--- config.mk ---
export PLATFORM = sky130hd
export DESIGN_NAME = imem_loader
export DESIGN_NICKNAME = d
export VERILOG_FILES = /design/src/rtl/imem_loader.sv
export SDC_FILE = /design/constraint.sdc
export NUM_CORES = 1
export LEC_CHECK = 0
export BUFFER_PORTS_ARGS = -buffer_cell sky130_fd_sc_hd__buf_2
export CORE_ASPECT_RATIO = 2
export CORE_UTILIZATION = 50
export DETAILED_ROUTE_END_ITERATION = 10
export PLACE_DENSITY_LB_ADDON = 0.15
export SLEW_MARGIN = 10
export SYNTH_ARGS = -nofsm -noshare
export SYNTH_HDL_FRONTEND = slang
export SYNTH_SLANG_ARGS = --single-unit
--- constraint.sdc ---
create_clock -name clk -period 6.4 [get_ports clk]
set_input_delay 0.32 -clock clk [delete_from_list [all_inputs] [get_ports clk]]
set_output_delay 0.32 -clock clk [all_outputs]
set_load 0.05 [all_outputs]
--- src/rtl/imem_loader.sv ---
// ============================================================================
// Module   : imem_loader
// Purpose  : Byte-stream program loader; writes a length-prefixed image into
//            instruction memory and holds the core in reset until it is done.
// Revision : 1.0 - initial release
// ============================================================================
`default_nettype none

module imem_loader #(
  parameter int ADDR_WIDTH = 12
) (
  input  logic                  clk,
  input  logic                  rst,
  input  logic [7:0]            rx_data,
  input  logic                  rx_valid,
  output logic                  rx_ready,
  output logic                  mem_we,
  output logic [ADDR_WIDTH-1:0] mem_waddr,
  output logic [31:0]           mem_wdata,
  output logic                  busy,
  output logic                  done,
  output logic                  err,
  output logic                  cpu_rst
);

  typedef enum logic [1:0] {
    S_HDR  = 2'd0,
    S_DATA = 2'd1,
    S_DONE = 2'd2,
    S_ERR  = 2'd3
  } state_e;

  // Capacity is one bit wider than the header so the compare never truncates.
  localparam logic [32:0]         C_CAP = 33'd1 << ADDR_WIDTH;
  localparam logic [ADDR_WIDTH:0] C_ONE = {{ADDR_WIDTH{1'b0}}, 1'b1};

  state_e                state_q;
  logic [1:0]            byte_cnt_q;
  logic [31:0]           asm_q;
  logic [ADDR_WIDTH:0]   len_q;
  logic [ADDR_WIDTH:0]   word_cnt_q;
  logic                  rx_ready_q;
  logic                  mem_we_q;
  logic [ADDR_WIDTH-1:0] mem_waddr_q;
  logic [31:0]           mem_wdata_q;
  logic                  busy_q;
  logic                  done_q;
  logic                  err_q;
  logic                  cpu_rst_q;

  logic        w_accept;
  logic        w_last_byte;
  logic [31:0] w_asm;

  assign w_accept    = rx_valid & rx_ready_q;
  assign w_last_byte = (byte_cnt_q == 2'd3);
  // Little-endian: each new byte enters at the top, so byte 0 ends at [7:0].
  assign w_asm       = {rx_data, asm_q[31:8]};

  always_ff @(posedge clk) begin
    if (rst) begin
      state_q     <= S_HDR;
      byte_cnt_q  <= 2'd0;
      asm_q       <= 32'd0;
      len_q       <= '0;
      word_cnt_q  <= '0;
      rx_ready_q  <= 1'b1;
      mem_we_q    <= 1'b0;
      mem_waddr_q <= '0;
      mem_wdata_q <= 32'd0;
      busy_q      <= 1'b0;
      done_q      <= 1'b0;
      err_q       <= 1'b0;
      cpu_rst_q   <= 1'b1;
    end else begin
      mem_we_q <= 1'b0;
      case (state_q)
        S_HDR: begin
          if (w_accept) begin
            byte_cnt_q <= byte_cnt_q + 2'd1;
            asm_q      <= w_asm;
            busy_q     <= 1'b1;
            if (w_last_byte) begin
              if (w_asm == 32'd0) begin
                state_q    <= S_DONE;
                rx_ready_q <= 1'b0;
                busy_q     <= 1'b0;
                done_q     <= 1'b1;
                cpu_rst_q  <= 1'b0;
              end else if ({1'b0, w_asm} > C_CAP) begin
                state_q <= S_ERR;
                busy_q  <= 1'b0;
                err_q   <= 1'b1;
              end else begin
                state_q <= S_DATA;
                len_q   <= w_asm[ADDR_WIDTH:0];
              end
            end
          end
        end
        S_DATA: begin
          if (w_accept) begin
            byte_cnt_q <= byte_cnt_q + 2'd1;
            asm_q      <= w_asm;
            if (w_last_byte) begin
              mem_we_q    <= 1'b1;
              mem_waddr_q <= word_cnt_q[ADDR_WIDTH-1:0];
              mem_wdata_q <= w_asm;
              word_cnt_q  <= word_cnt_q + C_ONE;
              if (word_cnt_q == len_q - C_ONE) begin
                state_q    <= S_DONE;
                rx_ready_q <= 1'b0;
                busy_q     <= 1'b0;
                done_q     <= 1'b1;
                cpu_rst_q  <= 1'b0;
              end
            end
          end
        end
        S_DONE: begin
          rx_ready_q <= 1'b0;
        end
        default: begin
          // Error sink: keep draining the link so the sender never stalls.
          rx_ready_q <= 1'b1;
        end
      endcase
    end
  end

  assign rx_ready  = rx_ready_q;
  assign mem_we    = mem_we_q;
  assign mem_waddr = mem_waddr_q;
  assign mem_wdata = mem_wdata_q;
  assign busy      = busy_q;
  assign done      = done_q;
  assign err       = err_q;
  assign cpu_rst   = cpu_rst_q;

endmodule

`default_nettype wire

==> flow_summary_export.csv <==
group,metric,value,unit
run_status,outcome,"finished, final reports clean",
worst_hold_path,hp-start,"rx_data[5]",
timing,slew_viol_final,0,
cts,cts-root-buf,"clkbuf_16",
worst_setup_path,reg2regPathDepth,8,
cts,holdBufCountCts,0,
place,dpl.hpwl,8110,um
timing,worstMarginPinSlew,1.01,ns
power,power_density,255,nW/um^2
floorplanning,die_w,67.9,um
yosys,synth.avg_cell_area,7.96,um^2
yosys,ys_warn_count,0,
yosys,synthFlopType,"dfxtp_1",
place,dp_cells,671,
yosys,ys_ff_latch,104,
route,viasPerCell,5.49,
cts,cts_inserted_buffers,9,
floorplanning,die_area,9090,um^2
power,pwr-share-comb,0.043,
timing,maxSlewHeadroom,0.324,
timing,fin_setup_tns,0,ns
worst_setup_path,crit_path_start_kind,"register",
cells_and_area,area_growth,13.5,%
worst_hold_path,hold_class,"primary input to register",
place,place_congestion,0.957,
floorplanning,core,8350,um^2
cells_and_area,nNetsFinal,598,
route,vias,3774,
yosys,synthTopCellsByCount,"nand2_1 (156), dfxtp_1 (104), a21oi_1 (83), nor2_1 (33), clkbuf_1 (28)",
global_routing,grt_overflow_total,0,
route,finalWirelength,11100,um
cells_and_area,drive_gt1_frac,0.144,
timing,worst_hold_slack,0.236,ns
cts,cts_setup_buffers,0,
cells_and_area,fin_cells,687,
yosys,synth_top_area_share,0.479,
power,peakVddDrop,0.204,mV
power,internal_power,0.952,mW
global_routing,grt_pass1_vias,3634,
timing,period_needed,2.72,ns
worst_hold_path,hold_path_end,"mem_wdata[29]$_SDFFE_PP0P_",
floorplanning,io_pins,61,
route,dr.pass1.iters,4,
job,drv_cap,0,
route,drt_iter0_markers,166,
place,port_buffers,60,
yosys,mappedNetlistArea,4350,um^2
yosys,yosysMostFrequentCell,"nand2_1",
cts,cts_tree,"built",
yosys,synth.distinct_cells,42,
worst_setup_path,worstPathArrival,2.99,ns
timing,setup_viol,0,
worst_setup_path,r2r_slack,3.68,ns
cells_and_area,fin_util,0.591,
place,dpl_cell_area,4650,um^2
yosys,synthArstFlopShare,0,
timing,fin_crit_sh,0.424,
power,leakage,1.98,nW
global_routing,grt_max_degree,105,
power,p_total,1.26,mW
power,clkPwrFrac,0.427,
cts,clock_sinks,104,
cts,clk_latency,0.35,ns
global_routing,grt_pass1_wl,17600,um
floorplanning,placementRows,47,
global_routing,grt_use_total,0.264,
floorplanning,die_h,134,um
timing,max_freq,368,MHz
cts,htreeDepth,3,
power,swShare,0.242,
worst_setup_path,cp-end-kind,"register",
yosys,syn_inst,546,
route,wl_per_cell,16.2,um
floorplanning,start_util,0.521,
yosys,synth-edff-count,0,
worst_hold_path,hold_depth,3,
route,drc,0,
timing,rsz0062_at_grt,"false",
timing,setup_ws,3.68,ns
worst_setup_path,r2r-start,"len_q[0]$_SDFFE_PP0P_",
cts,cts_resized,0,
place,pre_cts_slack,3.67,ns
worst_setup_path,crit_type,"register to register",
global_routing,antenna_found_initial,0,
route,ant_nets,0,
cells_and_area,stdcell_area,4930,um^2
worst_setup_path,timing.rr.end,"state_q[1]$_SDFFE_PP0P_",
yosys,synth_area_leaders,"dfxtp_1 (48%), nand2_1 (13%), a21oi_1 (9.6%)",
timing,hold_viol,0,
yosys,syn_nets,560,
timing,finClkSkew,0.00749,ns
cts,path_clk_slew,0.07,ns
worst_setup_path,critPathRequiredTime,6.68,ns
yosys,seq_area_frac_synth,0.479,
power,p_seq_frac,0.531,
power,net-switching-power,0.304,mW
cells_and_area,antennaDiodeCount,0,
cts,clockBufferDepth,2,
yosys,synth_area_leader_cell,"dfxtp_1",
worst_setup_path,crit_fanout,7,
==> layer usage <==
layer / GRT usage / vias up / part of all wire
met1: 0.263 / 1769 / 0.36
met3: 0.0442 / 20 / 0.023
met5: 0 / - / 0
li1: - / 1927 / -
met2: 0.493 / 58 / 0.58
met4: 0.124 / 0 / 0.031
==> critical path, stage by stage (launching register included) <==
cell and delay, ns:
dfxtp_1 0.36, inv_1 0.08, ha_1 0.21, nor3b_1 0.68, a21oi_1 0.15, nor4_1 0.45
nand3_1 0.16, or4_1 0.42, a21oi_1 0.14
==> registers in the layout, summed over array words and instances (netlist names) <==
| register | count |
|---|---|
| byte_cnt_q | 2 |
| cpu_rst | 1 |
| len_q | 13 |
| mem_wdata | 32 |
| err | 1 |
| rx_ready | 1 |
| busy | 1 |
| done | 1 |
| asm_q | 24 |
| state_q | 2 |
| mem_waddr | 12 |
| word_cnt_q | 13 |
| mem_we | 1 |
==> power groups by stage <==
stage | Sequential (mW) | Clock [mW] | Combinational [mW]
finish | 0.666 | 0.536 | 0.0535
floorplan | 0.681 | 0 | 0.0372
global route | 0.668 | 0.567 | 0.0600
CTS | 0.666 | 0.545 | 0.0539
global placement | 0.681 | 0 | 0.0527
detailed placement | 0.682 | 0 | 0.0537
==> cells by family after synthesis <==
family	Yosys count	share of synthesized area
multiplexers	13	0.0299
XOR/XNOR	25	0.0504
buffers and inverters	41	0.0383
AND/OR/NAND/NOR	251	0.254
AO/OA/AOI/OAI	109	0.140
flip-flops	104	0.479
adder cells (fa/ha/maj)	3	0.00864
==> layout by cell type, fill, tap and decap left out, drive strengths merged, types with 3 or more instances in the layout <==
cell type and count:
nand2 156, dfxtp 104, a21oi 84, buf 63, nor2 33, xnor2 15
nor4 15, mux2i 13, xor2 10, clkbuf 10, inv 9, nand3 8
nor3 7, or3 6, nand4 5, o21ai 5, o211ai 5, and3 3
o41ai 3, ha 3, and2 3, or4 3
==> layout make-up <==
class / count / area (um^2)
Clock buffer: 10 / 239
Clock inverter: 6 / 47.5
Fill cell: 788 / 3420
Inverter: 5 / 18.8
Multi-Input combinational cell: 401 / 2100
Sequential cell: 104 / 2080
Tap cell: 98 / 123
Timing Repair Buffer: 63 / 323
==> worst max-delay path by stage <==
stage,from,end,cells after the start
floorplan,len_q[2]$_SDFFE_PP0P_,state_q[1]$_SDFFE_PP0P_,8
global placement,len_q[0]$_SDFFE_PP0P_,cpu_rst$_SDFFE_PP1P_,8
detailed placement,len_q[0]$_SDFFE_PP0P_,state_q[1]$_SDFFE_PP0P_,8
CTS,len_q[0]$_SDFFE_PP0P_,state_q[1]$_SDFFE_PP0P_,8
global route,len_q[0]$_SDFFE_PP0P_,rx_ready$_SDFFE_PP1P_,8
finish,len_q[0]$_SDFFE_PP0P_,state_q[1]$_SDFFE_PP0P_,8
Power figures use the tool's default switching activity.
